### src/rtl/bus_requester.sv
// Per-CPU master for the shared snooping bus: takes one coherence command from
// the L1, arbitrates for the bus, issues it, and returns the response.
module bus_requester #(
    parameter int ADDR_W   = 32,
    parameter int LINE_W   = 256,
    parameter int CPU_ID   = 0,
    parameter int NUM_CPUS = 4,
    parameter int TIMEOUT  = 255
) (
    input  logic                clk,
    input  logic                rst,
    input  logic                cpu_req_valid,
    output logic                cpu_req_ready,
    input  logic [1:0]          cpu_req_cmd,
    input  logic [ADDR_W-1:0]   cpu_req_addr,
    input  logic [LINE_W-1:0]   cpu_req_wdata,
    output logic                cpu_resp_valid,
    output logic [LINE_W-1:0]   cpu_resp_data,
    output logic                cpu_resp_shared,
    output logic                cpu_resp_err,
    output logic                arb_req,
    input  logic                arb_gnt,
    output logic                arb_busy,
    input  logic                snoop_inval,
    input  logic [ADDR_W-1:0]   snoop_addr,
    output logic                bus_valid,
    output logic [1:0]          bus_cmd,
    output logic [ADDR_W-1:0]   bus_addr,
    output logic [LINE_W-1:0]   bus_wdata,
    output logic [NUM_CPUS-1:0] bus_src,
    input  logic                bus_done,
    input  logic [LINE_W-1:0]   bus_rdata,
    input  logic                bus_shared
);

    localparam int CNT_W = $clog2(TIMEOUT + 1);
    localparam logic [CNT_W-1:0] CNT_LAST = CNT_W'(TIMEOUT - 1);

    localparam logic [1:0] CMD_RD   = 2'd0;
    localparam logic [1:0] CMD_RDX  = 2'd1;
    localparam logic [1:0] CMD_UPGR = 2'd2;

    localparam logic [NUM_CPUS-1:0] SRC_ONEHOT = {{(NUM_CPUS-1){1'b0}}, 1'b1} << CPU_ID;

    typedef enum logic [2:0] {
        IDLE,
        REQ,
        ISSUE,
        WAIT,
        RESP
    } state_t;

    state_t state, state_next;

    logic [1:0]        cmd_q;
    logic [ADDR_W-1:0] addr_q;
    logic [LINE_W-1:0] wdata_q;
    logic [LINE_W-1:0] rdata_q;
    logic              shared_q;
    logic              err_q;
    logic [CNT_W-1:0]  cnt;

    logic accept;
    logic upgrade_hit;
    logic done_hit;
    logic timeout_hit;

    assign accept      = (state == IDLE) && cpu_req_valid;
    // Another CPU invalidating our line while we wait to upgrade means our copy is
    // gone, so we must fetch the whole line instead.
    assign upgrade_hit = (state == REQ) && (cmd_q == CMD_UPGR) && snoop_inval &&
                         (snoop_addr == addr_q);
    assign done_hit    = (state == WAIT) && bus_done;
    assign timeout_hit = (state == WAIT) && (cnt == CNT_LAST);

    always_ff @(posedge clk) begin
        if (!rst) begin
            state <= IDLE;
        end else begin
            state <= state_next;
        end
    end

    always_comb begin
        state_next      = state;
        cpu_req_ready   = 1'b0;
        cpu_resp_valid  = 1'b0;
        cpu_resp_data   = '0;
        cpu_resp_shared = 1'b0;
        cpu_resp_err    = 1'b0;
        arb_req         = 1'b0;
        arb_busy        = 1'b0;
        bus_valid       = 1'b0;
        bus_src         = '0;
        case (state)
            IDLE: begin
                cpu_req_ready = 1'b1;
                if (accept) state_next = REQ;
            end
            REQ: begin
                // busy must stay low here or the arbiter would never grant us
                arb_req = 1'b1;
                if (arb_gnt) state_next = ISSUE;
            end
            ISSUE: begin
                bus_valid  = 1'b1;
                bus_src    = SRC_ONEHOT;
                arb_busy   = 1'b1;
                state_next = WAIT;
            end
            WAIT: begin
                arb_busy = 1'b1;
                if (done_hit || timeout_hit) state_next = RESP;
            end
            RESP: begin
                cpu_resp_valid  = 1'b1;
                cpu_resp_data   = rdata_q;
                cpu_resp_shared = shared_q;
                cpu_resp_err    = err_q;
                state_next      = IDLE;
            end
            default: state_next = IDLE;
        endcase
    end

    assign bus_cmd   = cmd_q;
    assign bus_addr  = addr_q;
    assign bus_wdata = wdata_q;

    always_ff @(posedge clk) begin
        if (!rst) begin
            cmd_q    <= '0;
            addr_q   <= '0;
            wdata_q  <= '0;
            rdata_q  <= '0;
            shared_q <= 1'b0;
            err_q    <= 1'b0;
            cnt      <= '0;
        end else begin
            case (state)
                IDLE: begin
                    if (accept) begin
                        cmd_q   <= cpu_req_cmd;
                        addr_q  <= cpu_req_addr;
                        wdata_q <= cpu_req_wdata;
                    end
                end
                REQ: begin
                    if (upgrade_hit) cmd_q <= CMD_RDX;
                end
                ISSUE: begin
                    cnt <= '0;
                end
                WAIT: begin
                    // a completion landing on the timeout cycle still counts as success
                    if (bus_done) begin
                        rdata_q  <= (cmd_q == CMD_RD || cmd_q == CMD_RDX) ? bus_rdata : '0;
                        shared_q <= bus_shared;
                        err_q    <= 1'b0;
                    end else if (timeout_hit) begin
                        rdata_q  <= '0;
                        shared_q <= 1'b0;
                        err_q    <= 1'b1;
                    end else begin
                        cnt <= cnt + 1'b1;
                    end
                end
                default: ;
            endcase
        end
    end

endmodule

### config.mk
export PLATFORM = sky130hd
export DESIGN_NAME = bus_requester
export DESIGN_NICKNAME = d
export VERILOG_FILES = /design/src/rtl/bus_requester.sv
export SDC_FILE = /design/constraint.sdc
export NUM_CORES = 1
export LEC_CHECK = 0
export ABC_AREA = 1
export ABC_CLOCK_PERIOD_IN_PS = 1400
export BUFFER_PORTS_ARGS = -buffer_cell sky130_fd_sc_hd__buf_2
export CAP_MARGIN = 5
export CORE_AREA = 8 8 445 447
export DETAILED_ROUTE_END_ITERATION = 12
export DIE_AREA = 0 0 453 455
export RECOVER_POWER = 100
export SLEW_MARGIN = 30
export SYNTH_ARGS = -nofsm -noshare
export SYNTH_HDL_FRONTEND = slang
export SYNTH_SLANG_ARGS = --single-unit
### constraint.sdc
create_clock -name clk -period 1.4 [get_ports clk]
set_input_delay 0.07 -clock clk [delete_from_list [all_inputs] [get_ports clk]]
set_output_delay 0.07 -clock clk [all_outputs]
set_load 0.02 [all_outputs]
**Yosys cells after proc, flatten, opt, wreduce, memory -nomap -nowiden**

Index checks and enable logic that the tools add are counted.

- Output and inout port bits: 557
- Input bits: 585
- Register bits: 559
- Word-level logic and storage cells: 68

- Multiplexer cells: 26
- Equal/unequal tests: 14
- Reductions and logical operators: 19
- $add $sub $neg: 1

Operators with widths:

| operator | number |
|---|---|
| $mux W256 | 4 |
| $eq A32 B32 Y1 | 1 |
| $mux W8 | 2 |
| $pmux W8 S2 | 1 |
| $mux W1 | 12 |
| $pmux W3 S4 | 1 |
| $ne A2 B2 Y1 const B | 5 |
| $mux W3 | 3 |
| $reduce_and A3 Y1 | 3 |
| $add A8 B1 Y8 const B | 1 |
| $eq A8 B8 Y1 const B | 1 |
| $eq A3 B2 Y1 const B | 2 |
| $logic_and A1 B1 Y1 | 6 |
| $reduce_bool A2 Y1 | 3 |
| $mux W2 | 2 |
| $pmux W2 S2 | 1 |
| $reduce_and A2 Y1 | 2 |
| $eq A3 B1 Y1 const B | 1 |
| $eq A3 B3 Y1 const B | 1 |
| $logic_not A3 Y1 | 1 |
| $eq A2 B1 Y1 const B | 1 |
| $eq A2 B2 Y1 const B | 1 |
| $logic_not A2 Y1 | 1 |
| $logic_or A1 B1 Y1 | 2 |
| 2 further kinds | 2 |

**Logic depth before layout (Yosys ltp)**

Gate-level depths: netlist (run 1).

- Depth in word-level cells: 6
- Depth in mapped cells: 11
- Mapped depth without buffers: 11

**Worst setup path after synthesis (run 1)**

OpenSTA, ideal clock, no wires.

- Kind: reg-to-output
- Start: register state[2]
- End: output port cpu_resp_data[228]
- Arrival: 2.022 ns
- Stages on the path, launching flop included: 7
- Buffers on the path: 2
- Data required time: 1.330 ns
- Path slack: -0.692 ns
- Path through: dfxtp_1 inv_1 nor3_1 clkinv_1 clkbuf_1 clkbuf_1 nor2_1

- Longest elaborated chain between the ends: 2

RTL lines:

| element | line | RTL |
|---|---|---|
| start: declaration | 53 | `state_t state, state_next;` |
| start signal: assignment | 80 | `state <= state_next;` |
| $eq A3 B3 Y1 | 95 | `case (state)` |
| $mux W256 | 95 |  |
| end: declaration | 18 | `output logic [LINE_W-1:0] cpu_resp_data,` |

No other way between the ends.

**Worst setup path in the final report (run 1)**

- Start: register state[2]
- End: output port cpu_resp_data[63]

Same word-level chain as after synthesis.

==> results of run 1 <==
[area by class of cell]
| class | instances | area share [%] |
|---|---|---|
| Sequential cell | 559 | 24.7 |
| Clock buffer | 108 | 4.66 |
| Clock inverter | 22 | 0.575 |
| Inverter | 311 | 2.65 |
| Multi-Input combinational cell | 2046 | 24.8 |
| Tap cell | 2526 | 6.98 |
| Antenna cell | 107 | 0.592 |
| Timing Repair Buffer | 2027 | 35.0 |
[metrics by stage]
step / total power [µW] / hold WS [ps]
after CTS: 47400 / 25.7
after global routing: 49000 / 127
after global placement: 26500 / 294
after floorplan: 22000 / 209
after detailed placement: 26600 / 301
final: 46800 / 146
[cells by family after synthesis]
group                      synth area share (%)
AOI/OAI and AO/OA                          17.8
xor gates and xnor gates                  0.762
adders and majority gates                 0.109
buffers and inverters                      11.1
DFF                                        48.7
other                                    0.0163
and+or+nand+nor                            21.5
[power breakdown]
part           switching (µW)  internal, µW
clock                    7860         11000
combinational            5930          4320
sequential                664         16900
total                   14400         32300
[synth_stat cells (all sizes together) (3+ instances only)]
master / number
dfxtp: 559
a21oi: 550
nor2: 542
nand2: 370
inv: 309
nand3: 282
o21ai: 261
clkbuf: 153
buf: 116
xnor2: 11
xor2: 9
nor3: 6
nand4: 3
[how the worst min path moves through the flow]
stage / to / start / cells after the start / slack (ps)
final: bus_cmd[0] / snoop_addr[31] / 10 / 150
after floorplan: rdata_q[115] / bus_rdata[115] / 2 / 210
after detailed placement: rdata_q[117] / bus_rdata[117] / 3 / 300
after CTS: bus_cmd[0] / snoop_addr[31] / 10 / 30
after global placement: rdata_q[74] / bus_rdata[74] / 3 / 290
after global routing: rdata_q[233] / bus_rdata[233] / 4 / 130
[critical path, stage by stage, from the launching register on]
cell and delay (ps):
dfxtp_4 350, inv_2 40, nor3_4 190, buf_12 150
inv_16 60, buf_12 170, buf_12 130, buf_12 150
nor2_4 90, buf_6 120
[sequential cells by signal, summed over array words and instances, names as in the netlist]
name       count
bus_addr      32
bus_cmd        2
bus_wdata    256
cnt            8
err_q          1
rdata_q      256
shared_q       1
state          3
[layer usage]
metal / track usage, % / share of wire [%]
met1: 14.0 / 32
met2: 25.7 / 51
met3: 3.63 / 7.7
met4: 11.6 / 9.1
met5: 0 / 0.0070
[timing repair]
| action | CTS | global route |
|---|---|---|
| endpoints found under the hold margin | 559 | 0 |
| gates resized for setup | 224 | 117 |
| hold buffers | 554 | 0 |
| gates cloned | 2 | 2 |
| pin swaps | 4 | 10 |
| buffers inserted | 3 | 16 |
| endpoints found under the setup margin | 913 | 901 |
==> reports/results.txt, run 1 <==
Gr ovfl total: 0
FILL cells: 20500
CTS tree: yes
Vias: 29900
Final hold vios: 0
Worst slew pin tran: 501 ps
Sum Neg Setup Slack: -420620 ps
Post-synth top area share: 48.7%
Iter 0 DRT Violations: 1973
Leak pwr: 0.0185 µW
Largest net degree at the start of global routing: 54
Failing checks: setup timing
DRC: 0
Global-route wire length before repair: 216000 µm
Fin cells: 7706
Die X: 453 µm
Initial antenna violation count: 100
Number of global-route vias before repair: 30200
CTS root buffer: clkbuf_16
RR Startpoint: state[2]
Placed cells: 6893
CP Data Required Time: 1330 ps
Routed Antenna Nets: 0
Setup ws final: -847 ps
EDFF count, synth: 0
Core ar.: 191000 µm²
Row count: 161
CP startpoint kind: flip-flop
GP Congestion: 0.969
Vias per cell: 3.88
CP Capture Type: output pin
Most used DFF post-synth: dfxtp_1
Routed length per instance: 20.5 µm
Flop-to-flop setup slack: -600 ps
Clock latency on the worst-skew pair: 670 ps
Syn avg cell area: 7.22 µm²
YS warnings: 0
Clk slew on worst S/H paths: 60 ps
Die Y: 455 µm
Critical path endpoint: cpu_resp_data[63]
Yosys cell types: 34
DPL Wire Length: 124000 µm
Share of cells above drive strength 1: 36.7%
Fin crit share: 161%
Commonest non-fill, non-tap cell in the layout: buf_2
Mapped cell area: 23000 µm²
Starting density of the core: 12.0%
FF+latch area: 11200 µm²
Clock Skews: 29.6 ps
Placed Area: 35800 µm²
H-tree depth: 3
Data arrival time of the worst path: 2180 ps
Async SR Flop Fraction: 0%
Type of the worst setup path: reg2out
Max Slew Vio Count: 0
Cell count after synthesis: 3183
Area Overhead vs Synth: 96.9%
Tightest Hold Check Type: in2reg
Max_cap viols: 0
Final core utilization: 23.7%
Routed wire length: 158000 µm
Final instance area: 45300 µm²
Drt pass-1 iters: 6
Worst-path maximum fanout: 13
Area leader, netlist: dfxtp_1
RSZ-0062 raised after global routing: true
Outcome: complete, but fails checks
Setup Viol. Count Final: 840
I/O pin count: 1142
Slew headroom: 66.6%
Most frequent cells in the layout: 750 x buf_2, 556 x dfxtp_1, 554 x dlygate4sd3_1
Critical Path Start: state[2]
Area of the multi-input gates: 11200 µm²
Die Area: 206000 µm²
Fmax: 0.445 GHz
Sink Count: 559
Final nets: 5604
VDD IR max: 1020 µV
Minimum clock period after layout: 2250 ps
R2r worst-path depth: 11
CTS max path bufs: 3
Port bufs: 1138
Seq/Total Area, Yosys: 48.7%
Post-Place Setup Slack: -412 ps
FF+latch count, synth: 559
RR Endpoint: bus_addr[23]
CTS buffer count: 72
Pwr dens: 1030 nW/µm²
Ranking of synthesized cells by area: dfxtp_1 49%, a21oi_1 12%, nor2_1 8.8%
GRT Util Overall: 14.3%
(Power assumes the default switching activity.)
==> inputs of run 2 (changes only) <==
--- a/config.mk
+++ b/config.mk
@@ -6,12 +6,12 @@
 export NUM_CORES = 1
 export LEC_CHECK = 0
 export ABC_AREA = 1
-export ABC_CLOCK_PERIOD_IN_PS = 1400
+export ABC_CLOCK_PERIOD_IN_PS = 2900
 export BUFFER_PORTS_ARGS = -buffer_cell sky130_fd_sc_hd__buf_2
 export CAP_MARGIN = 5
-export CORE_AREA = 8 8 445 447
+export CORE_AREA = 8 8 433 435
 export DETAILED_ROUTE_END_ITERATION = 12
-export DIE_AREA = 0 0 453 455
+export DIE_AREA = 0 0 441 443
 export RECOVER_POWER = 100
 export SLEW_MARGIN = 30
 export SYNTH_ARGS = -nofsm -noshare
==> constraint.sdc (replaced) <==
create_clock -name clk -period 2.9 [get_ports clk]
set_input_delay 0.145 -clock clk [delete_from_list [all_inputs] [get_ports clk]]
set_output_delay 0.145 -clock clk [all_outputs]
set_load 0.02 [all_outputs]
==> run 2 against run 1 <==
The flow now finishes without violations. Core utilization decreased by 1.8 points. Largest power group unchanged. Via count decreased by 2.6%. Sequential cell count unchanged. Wire length increased by 8.0%. Final cell count decreased by 5.6%. Worst setup slack improved by 940 ps. Register-to-register slack improved by 690 ps. Global-route usage increased by 2.2 points. Power decreased by 51%. Critical endpoint is now state[0]. Combinational power decreased by 57%. Critical path depth decreased by 1.
==> reports/results.txt, run 2 (same netlist as run 1, synthesis figures left out) <==
Outcome: finished, final reports clean
Tightest Hold Check Type: in2reg
Most frequent cells in the layout: 616 x dlygate4sd3_1, 593 x buf_2, 558 x dfxtp_1
Initial antenna violation count: 56
Drt pass-1 iters: 5
Final instance area: 39400 µm²
Worst slew pin tran: 1350 ps
DPL Wire Length: 131000 µm
Routed Antenna Nets: 0
Final hold vios: 0
CTS root buffer: clkbuf_16
Flop-to-flop setup slack: 90 ps
Data arrival time of the worst path: 3440 ps
Starting density of the core: 12.8%
GRT Util Overall: 16.5%
Fmax: 0.356 GHz
Row count: 156
Clock network fraction of total power: 44.2%
Type of the worst setup path: reg2reg
Final Power: 23100 µW
Die X: 441 µm
VDD IR max: 388 µV
Post-Place Setup Slack: 429 ps
Fin crit share: 96.8%
Leak pwr: 0.0153 µW
Vias: 29100
Clk slew on worst S/H paths: 60 ps
Post-CTS setup repair buffer count: 0
Area Overhead vs Synth: 71.6%
Routed wire length: 171000 µm
Commonest non-fill, non-tap cell in the layout: dlygate4sd3_1
Global-route wire length before repair: 233000 µm
H-tree depth: 3
HP Start: rst
Largest net degree at the start of global routing: 112
CP most frequent cell: inv_1
Pwr dens: 586 nW/µm²
Share of power burned in combinational logic: 19.0%
Cell Int Power: 15700 µW
Setup Viol. Count Final: 0
Slew headroom: 9.40%
CP Cell Sequence: inv_1, nor3_1, inv_1, o21ai_0, o21bai_1, o21bai_1, dlygate4sd3_1, inv_1
Sw Share: 31.9%
DRC: 0
Final nets: 5408
Minimum clock period after layout: 2810 ps
Sink Count: 559
Clock latency on the worst-skew pair: 700 ps
Die Y: 443 µm
Max Slew Vio Count: 0
CP startpoint kind: flip-flop
Iter 0 DRT Violations: 2329
Slowest-stage cell, CP: nor3_1
Largest stage delay on the critical path: 1020 ps
R2r worst-path depth: 8
Vias per cell: 4.00
CTS buffer count: 77
RR Startpoint: state[0]
Hold path depth: 3
Psw: 7370 µW
I/O pin count: 1142
RR Endpoint: state[0]
Worst-path maximum fanout: 5
Die Area: 195000 µm²
Seq pwr share: 36.8%
CP Capture Type: flip-flop
RSZ-0062 raised after global routing: false
Sum Neg Setup Slack: 0 ps
Share of cells above drive strength 1: 17.6%
Core ar.: 180000 µm²
CP Data Required Time: 3530 ps
Gr ovfl total: 0
Routed length per instance: 23.4 µm
Placed Area: 31200 µm²
Setup ws final: 93.8 ps
Port bufs: 1138
CTS tree: yes
Clock Skews: 33.0 ps
Hold Crit Endpoint: rdata_q[152]
CTS max path bufs: 3
Number of global-route vias before repair: 29500
GP Congestion: 0.962
Max_cap viols: 0
run 2: worst max-delay path by stage:
stage	slack [ps]	to	start
final	90	state[0]	state[0]
after global routing	20	cpu_resp_data[116]	state[1]
after CTS	2	cpu_resp_data[50]	state[2]
after detailed placement	430	shared_q	cnt[0]
after global placement	440	shared_q	cnt[0]
after floorplan	730	cpu_resp_data[228]	state[2]
run 2: per-stage QoR:
| step | cells | hold WS [ps] | utilization (%) |
|---|---|---|---|
| finish | 7278 | 109 | 21.9 |
| detailed placement | 6496 | 376 | 17.3 |
| global placement | 6496 | 370 | 17.3 |
| global route | 7271 | 73.8 | 21.9 |
| floorplan | 3185 | 286 | - |
| CTS | 7252 | 42.8 | 22.2 |
run 2: what timing repair did:
action | 4_1_cts | 5_1_grt
hold buffers | 616 | 0
setup endpoints to repair | 0 | 17
endpoints found under the hold margin | 550 | 0
resized for setup | 0 | 6
run 2: area by class of cell:
class | count | area, µm²
Sequential cell | 559 | 11200
Clock buffer | 107 | 2200
Tap cell | 2370 | 2970
Antenna cell | 26 | 65.1
Inverter | 311 | 1200
Fill cell | 20400 | 141000
Multi-Input combinational cell | 2046 | 9280
Clock inverter | 33 | 492
Timing Repair Buffer | 1826 | 12000
run 2: power by group through the flow:
stage | combinational, µW | sequential (µW) | clock (µW)
floorplan | 1520 | 9010 | 0
global placement | 3790 | 8640 | 0
detailed placement | 3830 | 8640 | 0
CTS | 4580 | 8480 | 10600
global route | 4700 | 8550 | 10900
finish | 4390 | 8500 | 10200
run 2: worst max-delay path: cells and delay by family (launching register included):
family | cells | cell delay [ps]
AOI/OAI and AO/OA | 3 | 460
buffers and inverters | 4 | 870
DFF | 1 | 410
and+or+nand+nor | 1 | 1020
run 2: metal layers:
| metal | part of all wire, % | GRT usage (%) | vias up | wire length [µm] |
|---|---|---|---|---|
| li1 | - | - | 13500 | - |
| met2 | 47 | 27.4 | 1342 | 79900 |
| met5 | 0.033 | 0 | - | 57 |
| met1 | 40 | 20.2 | 14000 | 68900 |
| met3 | 8.4 | 4.72 | 283 | 14300 |
| met4 | 4.4 | 6.08 | 10 | 7460 |
